### src/rtl/branch_pkg.sv
// Branch op encodings shared between the decoder and the branch resolve unit.
package branch_pkg;

    localparam logic [2:0] F3_BEQ  = 3'b000;
    localparam logic [2:0] F3_BNE  = 3'b001;
    localparam logic [2:0] F3_BLT  = 3'b100;
    localparam logic [2:0] F3_BGE  = 3'b101;
    localparam logic [2:0] F3_BLTU = 3'b110;
    localparam logic [2:0] F3_BGEU = 3'b111;

    // Every funct3 value has a member so a cast from the raw field is always legal.
    typedef enum logic [2:0] {
        BR_BEQ  = F3_BEQ,
        BR_BNE  = F3_BNE,
        BR_RSV2 = 3'b010,
        BR_RSV3 = 3'b011,
        BR_BLT  = F3_BLT,
        BR_BGE  = F3_BGE,
        BR_BLTU = F3_BLTU,
        BR_BGEU = F3_BGEU
    } branch_op_e;

    function automatic logic is_illegal_f3(input logic [2:0] f3);
        return (f3 == 3'b010) || (f3 == 3'b011);
    endfunction

endpackage

### src/rtl/branch_resolve_unit_if.sv
// Handshake/operand bundle for branch_resolve_unit.
// BRU_STATS_EN adds the statistics counter outputs.
interface branch_resolve_unit_if #(
    parameter int unsigned XLEN   = 32,
    parameter int unsigned STAT_W = 16
);
    logic            valid_i;
    logic            ready_o;
    logic [2:0]      funct3_i;
    logic [XLEN-1:0] rs1_i;
    logic [XLEN-1:0] rs2_i;
    logic [XLEN-1:0] pc_i;
    logic [XLEN-1:0] imm_i;
    logic            pred_taken_i;
    logic            flush_i;
    logic            valid_o;
    logic            ready_i;
    logic            taken_o;
    logic [XLEN-1:0] target_o;
    logic [XLEN-1:0] next_pc_o;
    logic            mispredict_o;
    logic            illegal_o;
`ifdef BRU_STATS_EN
    logic [STAT_W-1:0] stat_branches_o;
    logic [STAT_W-1:0] stat_mispred_o;
`endif

    if (STAT_W == 0) begin : g_stat_w_chk
        $error("STAT_W must be nonzero");
    end

    modport master (
        output valid_i, funct3_i, rs1_i, rs2_i, pc_i, imm_i, pred_taken_i,
               flush_i, ready_i,
        input  ready_o, valid_o, taken_o, target_o, next_pc_o, mispredict_o,
               illegal_o
`ifdef BRU_STATS_EN
        , input stat_branches_o, stat_mispred_o
`endif
    );

    modport slave (
        input  valid_i, funct3_i, rs1_i, rs2_i, pc_i, imm_i, pred_taken_i,
               flush_i, ready_i,
        output ready_o, valid_o, taken_o, target_o, next_pc_o, mispredict_o,
               illegal_o
`ifdef BRU_STATS_EN
        , output stat_branches_o, stat_mispred_o
`endif
    );

endinterface

### src/rtl/branch_cmp.sv
// Combinational operand compare and funct3 condition evaluation.
module branch_cmp
    import branch_pkg::*;
#(
    parameter int unsigned XLEN = 32
) (
    input  logic [XLEN-1:0] rs1,
    input  logic [XLEN-1:0] rs2,
    input  logic [2:0]      funct3,
    output logic            taken,
    output logic            illegal
);

    logic eq;
    logic lt;
    logic ltu;

    assign eq  = (rs1 == rs2);
    assign lt  = ($signed(rs1) < $signed(rs2));
    assign ltu = (rs1 < rs2);

    // Select the branch condition; reserved encodings never take.
    always_comb begin
        taken   = 1'b0;
        illegal = is_illegal_f3(funct3);
        case (branch_op_e'(funct3))
            BR_BEQ:  taken = eq;
            BR_BNE:  taken = ~eq;
            BR_BLT:  taken = lt;
            BR_BGE:  taken = ~lt;
            BR_BLTU: taken = ltu;
            BR_BGEU: taken = ~ltu;
            default: taken = 1'b0;
        endcase
    end

endmodule

### src/rtl/branch_resolve_unit.sv
// Registered branch resolver: compare, target/next-PC, mispredict flag,
// single-entry output register with valid/ready handshake.
// BRU_STATS_EN adds saturating branch and mispredict counters.
module branch_resolve_unit
    import branch_pkg::*;
#(
    parameter int unsigned XLEN   = 32,
    parameter int unsigned STAT_W = 16,
    parameter int unsigned ILEN_B = 4
) (
    input  logic                  clk_i,
    input  logic                  rst_i,
    branch_resolve_unit_if.slave  bus
);

    logic            cmp_taken;
    logic            cmp_illegal;
    logic [XLEN-1:0] target_d;
    logic [XLEN-1:0] fall_d;
    logic            accept;

    logic            valid_q;
    logic            taken_q;
    logic            illegal_q;
    logic            pred_q;
    logic [XLEN-1:0] target_q;
    logic [XLEN-1:0] next_pc_q;

    branch_cmp #(.XLEN(XLEN)) u_cmp (
        .rs1     (bus.rs1_i),
        .rs2     (bus.rs2_i),
        .funct3  (bus.funct3_i),
        .taken   (cmp_taken),
        .illegal (cmp_illegal)
    );

    if (STAT_W == 0) begin : g_stat_w_chk
        $error("STAT_W must be nonzero");
    end

    // Address adders wrap modulo 2^XLEN.
    assign target_d = bus.pc_i + bus.imm_i;
    assign fall_d   = bus.pc_i + XLEN'(ILEN_B);

    assign bus.ready_o = ~valid_q | bus.ready_i;
    assign accept      = bus.valid_i & bus.ready_o & ~bus.flush_i;

    // Output register: flush wins, then load on accept, then drain on consume.
    always_ff @(posedge clk_i or posedge rst_i) begin
        if (rst_i) begin
            valid_q   <= 1'b0;
            taken_q   <= 1'b0;
            illegal_q <= 1'b0;
            pred_q    <= 1'b0;
            target_q  <= '0;
            next_pc_q <= '0;
        end else if (bus.flush_i) begin
            valid_q <= 1'b0;
        end else if (accept) begin
            valid_q   <= 1'b1;
            taken_q   <= cmp_taken;
            illegal_q <= cmp_illegal;
            pred_q    <= bus.pred_taken_i;
            target_q  <= target_d;
            next_pc_q <= cmp_taken ? target_d : fall_d;
        end else if (bus.ready_i) begin
            valid_q <= 1'b0;
        end
    end

    assign bus.valid_o      = valid_q;
    assign bus.taken_o      = taken_q;
    assign bus.illegal_o    = illegal_q;
    assign bus.target_o     = target_q;
    assign bus.next_pc_o    = next_pc_q;
    // Mispredict derives from the registered outcome, so reset leaves it low.
    assign bus.mispredict_o = taken_q ^ pred_q;

`ifdef BRU_STATS_EN
    logic [STAT_W-1:0] stat_br_q;
    logic [STAT_W-1:0] stat_mp_q;
    logic              handshake;

    assign handshake = valid_q & bus.ready_i & ~bus.flush_i;

    // Saturating counters advanced on each consumed result.
    always_ff @(posedge clk_i or posedge rst_i) begin
        if (rst_i) begin
            stat_br_q <= '0;
            stat_mp_q <= '0;
        end else if (handshake) begin
            if (stat_br_q != '1) begin
                stat_br_q <= stat_br_q + 1'b1;
            end
            if (bus.mispredict_o && (stat_mp_q != '1)) begin
                stat_mp_q <= stat_mp_q + 1'b1;
            end
        end
    end

    assign bus.stat_branches_o = stat_br_q;
    assign bus.stat_mispred_o  = stat_mp_q;
`endif

endmodule

### src/flat_wrapper.sv
// flat-port wrapper written by rule: the top's interface ports become plain ports
module branch_resolve_unit_flat import branch_pkg::*;
#(
    parameter int unsigned XLEN   = 32,
    parameter int unsigned STAT_W = 16,
    parameter int unsigned ILEN_B = 4
)
  (clk_i, rst_i, bus_valid_i, bus_funct3_i, bus_rs1_i, bus_rs2_i, bus_pc_i, bus_imm_i, bus_pred_taken_i, bus_flush_i, bus_ready_i, bus_ready_o, bus_valid_o, bus_taken_o, bus_target_o, bus_next_pc_o, bus_mispredict_o, bus_illegal_o);
  branch_resolve_unit_if #(.XLEN(XLEN), .STAT_W(STAT_W)) bus_i ();
  input  logic clk_i;
  input  logic rst_i;
  input wire logic [$bits(bus_i.valid_i)-1:0] bus_valid_i;
  input wire logic [$bits(bus_i.funct3_i)-1:0] bus_funct3_i;
  input wire logic [$bits(bus_i.rs1_i)-1:0] bus_rs1_i;
  input wire logic [$bits(bus_i.rs2_i)-1:0] bus_rs2_i;
  input wire logic [$bits(bus_i.pc_i)-1:0] bus_pc_i;
  input wire logic [$bits(bus_i.imm_i)-1:0] bus_imm_i;
  input wire logic [$bits(bus_i.pred_taken_i)-1:0] bus_pred_taken_i;
  input wire logic [$bits(bus_i.flush_i)-1:0] bus_flush_i;
  input wire logic [$bits(bus_i.ready_i)-1:0] bus_ready_i;
  output wire logic [$bits(bus_i.ready_o)-1:0] bus_ready_o;
  output wire logic [$bits(bus_i.valid_o)-1:0] bus_valid_o;
  output wire logic [$bits(bus_i.taken_o)-1:0] bus_taken_o;
  output wire logic [$bits(bus_i.target_o)-1:0] bus_target_o;
  output wire logic [$bits(bus_i.next_pc_o)-1:0] bus_next_pc_o;
  output wire logic [$bits(bus_i.mispredict_o)-1:0] bus_mispredict_o;
  output wire logic [$bits(bus_i.illegal_o)-1:0] bus_illegal_o;
  assign bus_i.valid_i = bus_valid_i;
  assign bus_i.funct3_i = bus_funct3_i;
  assign bus_i.rs1_i = bus_rs1_i;
  assign bus_i.rs2_i = bus_rs2_i;
  assign bus_i.pc_i = bus_pc_i;
  assign bus_i.imm_i = bus_imm_i;
  assign bus_i.pred_taken_i = bus_pred_taken_i;
  assign bus_i.flush_i = bus_flush_i;
  assign bus_i.ready_i = bus_ready_i;
  assign bus_ready_o = bus_i.ready_o;
  assign bus_valid_o = bus_i.valid_o;
  assign bus_taken_o = bus_i.taken_o;
  assign bus_target_o = bus_i.target_o;
  assign bus_next_pc_o = bus_i.next_pc_o;
  assign bus_mispredict_o = bus_i.mispredict_o;
  assign bus_illegal_o = bus_i.illegal_o;
  branch_resolve_unit #(.XLEN(XLEN), .STAT_W(STAT_W), .ILEN_B(ILEN_B)) u_core (.clk_i(clk_i), .rst_i(rst_i), .bus(bus_i));
endmodule
### config.mk
export PLATFORM = sky130hd
export DESIGN_NAME = branch_resolve_unit_flat
export DESIGN_NICKNAME = d
export VERILOG_FILES = /design/src/rtl/branch_pkg.sv /design/src/rtl/branch_resolve_unit_if.sv /design/src/rtl/branch_cmp.sv /design/src/rtl/branch_resolve_unit.sv /design/src/flat_wrapper.sv
export SDC_FILE = /design/constraint.sdc
export NUM_CORES = 1
export LEC_CHECK = 0
export BUFFER_PORTS_ARGS = -buffer_cell sky130_fd_sc_hd__buf_2
export CORE_UTILIZATION = 30
export DETAILED_ROUTE_END_ITERATION = 6
export PLACE_DENSITY = 0.58
export SYNTH_ARGS = -nofsm -noshare
export SYNTH_HDL_FRONTEND = slang
export SYNTH_SLANG_ARGS = --single-unit
### constraint.sdc
create_clock -name clk_i -period 5.4 [get_ports clk_i]
set_clock_uncertainty 0.2 [all_clocks]
set_input_delay 0.27 -clock clk_i [delete_from_list [all_inputs] [get_ports clk_i]]
set_output_delay 0.27 -clock clk_i [all_outputs]
set_load 0.05 [all_outputs]
After elaboration in Yosys (flattened, before gate mapping)
Cells that the tools add are included.

Output and inout bits: 69. Logic and storage cells: 36. Register bits: 68.

$add $sub $neg: 2. Equality and inequality tests: 8. Bitwise logic cells: 9. Magnitude comparators: 2. Mux-type cells: 5. Reduce and logical (&&, ||, !) cells: 4.

Operator list (number): less-than comparator 32 bit (2); adder 32 x 3 -> 32 bit (second input constant) (1); adder 32 bit (1); == test 32 bit (1); 2-to-1 mux 32 bit (1); == test 3 bit (second input constant) (4); == test 3 x 2 -> 1 bit (second input constant) (2); case mux 1 bit (6 select lines) (1); inverter 1 bit (5); == test 3 x 1 -> 1 bit (second input constant) (1); logical NOT 3 bit (1); 2-to-1 mux 1 bit (3); nonzero test 3 bit (1); AND 1 bit (2); AND reduction 2 bit (1); logical OR 1 bit (1); OR 1 bit (1); XOR 1 bit (1).

Depth between registers and ports, before layout
Depth after elaboration: 6. Gate-level depth with buffers: 12. Mapped depth without buffers: 11.

Hierarchy
Synthesis repeated with hierarchy kept, for this count alone.

Cells, all modules: 698. Area total of the unflattened synthesis: 5875.6 um^2.

Modules (own cells, without submodules): branch_resolve_unit (times used 1, area an instance 5004.8 um^2, cells an instance 577, seq. area each 1701.6 um^2); branch_cmp (times used 1, area an instance 870.8 um^2, cells an instance 121, seq. area each 0.0 um^2).

Least setup slack after synthesis
Ideal clock, no wire load.

Kind: input port to flip-flop. From: input port bus_imm_i[0]. To: register u_core.target_q[24] (netlist: u_core.bus.target_o[24]). Stages on the path: 11. Data required time: 5075 ps. Library setup time: 125 ps. Arrival time: 2344 ps. Slack: 2732 ps. Path through: ha_1 > inv_1 > fa_1 > nor2b_1 > o31ai_1 > o2111ai_1 > nand2_1 > o21ai_0 > a41oi_1 > xnor2_1 > mux2_2.

Word-level cells in the longest chain between the ends: 1.

RTL lines: start, declared (RTL line flat_wrapper.sv:17) `input wire logic [$bits(bus_i.imm_i)-1:0] bus_imm_i;`; adder 32 bit (RTL line branch_resolve_unit.sv:42) `assign target_d = bus.pc_i + bus.imm_i;`; end signal, assigned (RTL line branch_resolve_unit.sv:64) `target_q <= target_d;`; end, declared (RTL line branch_resolve_unit.sv:26) `logic [XLEN-1:0] target_q;`.

No other way between the ends. A chain may end at the register's enable or synchronous reset.

Worst setup path in the final report
From: input port bus_rs2_i[14]. To: register u_core.next_pc_q[16] (netlist: u_core.bus.next_pc_o[16]).

Word-level cells in the longest chain between the ends: 4. Elaborated cells between the ends (all ways): 8. Classes of those cells: order compare (2); eq/ne (1); mux (2); bitwise (3).

RTL lines: start, declared (RTL line flat_wrapper.sv:15) `input wire logic [$bits(bus_i.rs2_i)-1:0] bus_rs2_i;`; less-than comparator 32 bit (tied with other cells) (RTL line branch_cmp.sv:20) `assign ltu = (rs1 < rs2);`; inverter 1 bit, on equally long branches (RTL line branch_cmp.sv:32, branch_cmp.sv:28, branch_cmp.sv:30); case mux 1 bit (6 select lines) * (RTL line branch_cmp.sv:26) `case (branch_op_e'(funct3))`; 2-to-1 mux 32 bit * (RTL line branch_resolve_unit.sv:65) `next_pc_q <= cmp_taken ? target_d : fall_d;`; end signal, assigned (RTL line branch_resolve_unit.sv:65); end, declared (RTL line branch_resolve_unit.sv:27) `logic [XLEN-1:0] next_pc_q;`.

Every way passes the cells marked *; elsewhere a longest branch is shown, timed or not.

==> impl_metrics.csv <==
group,metric,value,unit
global_routing,globalRouteMet2Util,29.5,%
critical_path,worstPathCellList,"buf_2 -> inv_1 -> ha_1 -> nand4_1 -> nor4b_4 -> nand4b_1 -> xnor2_1 -> a32oi_1 -> nand3_4 -> and3_1 -> a221o_1",
die,effective_utilization_at_floorplan,30.9,%
logic_synthesis,synth_common_cells,"sky130_fd_sc_hd__nand2_1, sky130_fd_sc_hd__dfrtp_1, sky130_fd_sc_hd__ha_1, sky130_fd_sc_hd__inv_1, sky130_fd_sc_hd__a21oi_1",
global_routing,pin_count_of_the_biggest_net_entering_global_routing,114,
die,die_w,141,um
detailed_routing,initialDrtViolationCount,315,
logic_synthesis,seq_area_frac_synth,29.3,%
global_routing,global_route_wire_length_before_repair,28000,um
critical_path,endpoint_kind,"register",
die,fp.dieArea,0.0199,mm2
logic_synthesis,synth.area.top_cells,"sky130_fd_sc_hd__dfrtp_1, sky130_fd_sc_hd__ha_1, sky130_fd_sc_hd__nand2_1",
global_routing,via_count_of_the_first_global_routing_pass,5378,
logic_synthesis,avgSynthCellArea,8.37,um2
logic_synthesis,post_synth_and_or_nand_nor_area_fraction,20.5,%
cells_and_area,nNetsFinal,1095,
worst_hold_path,holdCritPathClass,"input port to register",
detailed_routing,drt-wirelength-per-cell,15.4,um
logic_synthesis,synth-async-reset-ratio,100,%
die,fp-row-count,50,
timing,hold_violations,0,
placement,place_ws,1.95,ns
critical_path,data_required_time_of_the_worst_path,5.42,ns
placement,detailed_place_hpwl,14200,um
critical_path,critical_path.startpoint_type,"input port",
logic_synthesis,synth-xor-area-share,9.04,%
placement,gp_congestion,0.869,
global_routing,grt_antenna_before_repair,0,
cells_and_area,insertedDiodeCount,0,
detailed_routing,detail_route.drc_violations,0,
power_and_ir_drop,power_frac_seq,29.0,%
power_and_ir_drop,leakagePower,3.71,nW
logic_synthesis,synth.mux.area_fraction,2.26,%
cts,htree_levels,3,
logic_synthesis,netlist_instances,695,
power_and_ir_drop,p_comb_share,48.0,%
logic_synthesis,synth-main-ff-cell,"sky130_fd_sc_hd__dfrtp_1",
detailed_routing,routed-via-count,5606,
cells_and_area,drive_gt1_share,27.1,%
critical_path,path_max_fanout,52,
power_and_ir_drop,power_switching_share,45.7,%
logic_synthesis,ys_seq_elements,68,
timing,drv_slew,0,
power_and_ir_drop,net_switching_power_of_the_design,1.09,mW
timing,final_min_period_over_clock_period,57.3,%
critical_path,timing.setup.critical_path_class,"input port to register",
power_and_ir_drop,p_per_area,323,mW/mm2
global_routing,track_usage,18.2,%
timing,final.setup.tns,0,ns
timing,worst_pin_slew,0.944,ns
timing,setup_viol,0,
power_and_ir_drop,internal_power,1.30,mW
die,die_y,141,um
detailed_routing,detail_route.wirelength,17900,um
timing,period_minus_slack,3.09,ns
timing,grt_setup_unrepaired,"no",
logic_synthesis,number_of_enable_flip_flop_cells_after_synthesis,0,
logic_synthesis,largest_family_of_logic_cells_by_synthesized_area,"simple AND/OR/NAND/NOR gates",
logic_synthesis,yosys_warnings,0,
timing,fmax,323,MHz
critical_path,critical_path.max_stage_delay,0.57,ns
die,coreArea,0.0188,mm2
die,num_io_pins,206,
global_routing,met3_usage,4.21,%
logic_synthesis,post_synth_num_cell_types,62,
logic_synthesis,synth_top_area_share,29.3,%
cts,clock_sinks,68,
outcome,run_status,"finished, final reports clean",
logic_synthesis,synthDominantAreaCellType,"sky130_fd_sc_hd__dfrtp_1",
placement,placement.io_buffers,205,
cts,cts_resized,0,
power_and_ir_drop,finalPower,2.39,mW
power_and_ir_drop,pwr-share-clk,22.9,%
cts,cts-buffers-inserted,9,
cts,clock_tree.root_cell,"sky130_fd_sc_hd__clkbuf_16",
cells_and_area,area.growth.synth_to_final,27.2,%
logic_synthesis,synthesis.area,0.00582,mm2
global_routing,grt.met1_usage,24.2,%
global_routing,globalRouteOverflowTotal,0,
logic_synthesis,yosys.cell_count.top_type,"sky130_fd_sc_hd__nand2_1",
detailed_routing,first_pass_iters,5,
job,number_of_max_cap_violations,0,
logic_synthesis,synth-adder-area-share,14.1,%
cts,worst_skew_pair.late_latency,0.33,ns
logic_synthesis,synth_compound_area_share,19.7,%
critical_path,critical_path_arrival,3.11,ns
timing,timing.max_slew.rel_slack,36.8,%
cts,cts_buffer_depth,2,
cells_and_area,post_layout_cell_count,1157,
cts,clkTransAtPathRegs,0.06,ns
global_routing,globalRoute.busiestLayer,"met2",
critical_path,slowest_stage,"sky130_fd_sc_hd__nand3_4",
power_and_ir_drop,vdd_drop_max,0.125,mV
cells_and_area,final_core_util,39.3,%
placement,dp_cells,1137,
logic_synthesis,synth_fp_nets,897,
detailed_routing,vias_per_cell,4.85,
timing,setup_ws,2.31,ns
cts,tritoncts,"built",
detailed_routing,drtAntennaViolNets,0,
metal layers:
metal,routed length [um],vias to the layer above
li1,-,2889
met1,8530,2538
met2,8070,167
met5,0,-
met4,216,0
met3,1040,12
stage by stage:
step	hold WS [ns]	instance area [um2]
detailed placement	0.182	7080
global route	0.0403	7400
global placement	0.176	7080
CTS	0.0238	7400
finish	0.0456	7400
floorplan	0.136	5820
placed cells by master (no fill, tap or decap), drive strengths merged, types with 15 or more instances in the layout:
cell	Yosys	final
xor2	27	27
a21oi	43	43
nand3	25	25
nor3	26	26
buf	10	208
a221o	17	17
nand2	103	103
o21ai	40	40
nor2	39	39
dfrtp	68	68
ha	64	64
a21o	15	15
xnor2	33	33
inv	45	45
power groups by stage:
stage | clock network, mW | logic [mW] | registers, mW
floorplan | 0 | 0.415 | 1.13
global placement | 0 | 1.15 | 0.701
detailed placement | 0 | 1.15 | 0.704
CTS | 0.575 | 1.16 | 0.696
global route | 0.593 | 1.23 | 0.713
finish | 0.549 | 1.15 | 0.695
worst max-delay path: cells and delay by family:
kind            cells  cell delay [ns]
simple gates        5             1.67
compound gates      2             0.57
fa+ha+maj           1             0.32
xor+xnor            1             0.15
buf+inv             2             0.10
layout make-up:
cell class	count	area (um2)
fill	1992	11400
multi-input combinational	556	3820
sequential	68	1700
timing repair buffer	213	1110
tap	260	325
clock buffer	13	260
inverter	45	169
clock inverter	2	10.0
logic make-up (layout without fill, tap and decap cells):
kind of cell             count (synthesis)  in the layout
XOR/XNOR                                60             60
flip-flops                              68             68
AO/OA/AOI/OAI                          171            171
adder cells (fa/ha/maj)                 65             65
AND/OR/NAND/NOR                        248            248
buffers and inverters                   71            273
multiplexers                            12             12
repair_timing:
| item | in CTS | in global routing |
|---|---|---|
| hold buffers | 5 | 0 |
| hold endpoints to repair | 30 | 0 |
| setup buffers | 0 | 0 |
path summary, 6_finish.rpt:
check	start	endpoint	slack, ns	depth (start not counted)
max	bus_rs2_i[14]	u_core.bus.next_pc_o[16]	2.31	11
min	bus_funct3_i[1]	u_core.bus.illegal_o	0.05	3
max reg2reg	u_core.bus.valid_o	u_core.bus.next_pc_o[5]	3.16	5
min reg2reg	u_core.bus.target_o[23]	u_core.bus.target_o[23]	0.26	2
max in group asynchronous	rst_i	u_core.bus.target_o[22]	3.67	4
min in group asynchronous	rst_i	u_core.bus.next_pc_o[3]	0.35	3
state kept, by name (all words and copies together), names as in the netlist:
signal and count:
u_core.bus.target_o 32, u_core.bus.next_pc_o 32, u_core.bus.valid_o 1, u_core.pred_q 1, u_core.bus.taken_o 1, u_core.bus.illegal_o 1
Note: power is estimated with default switching activity, not from simulation.
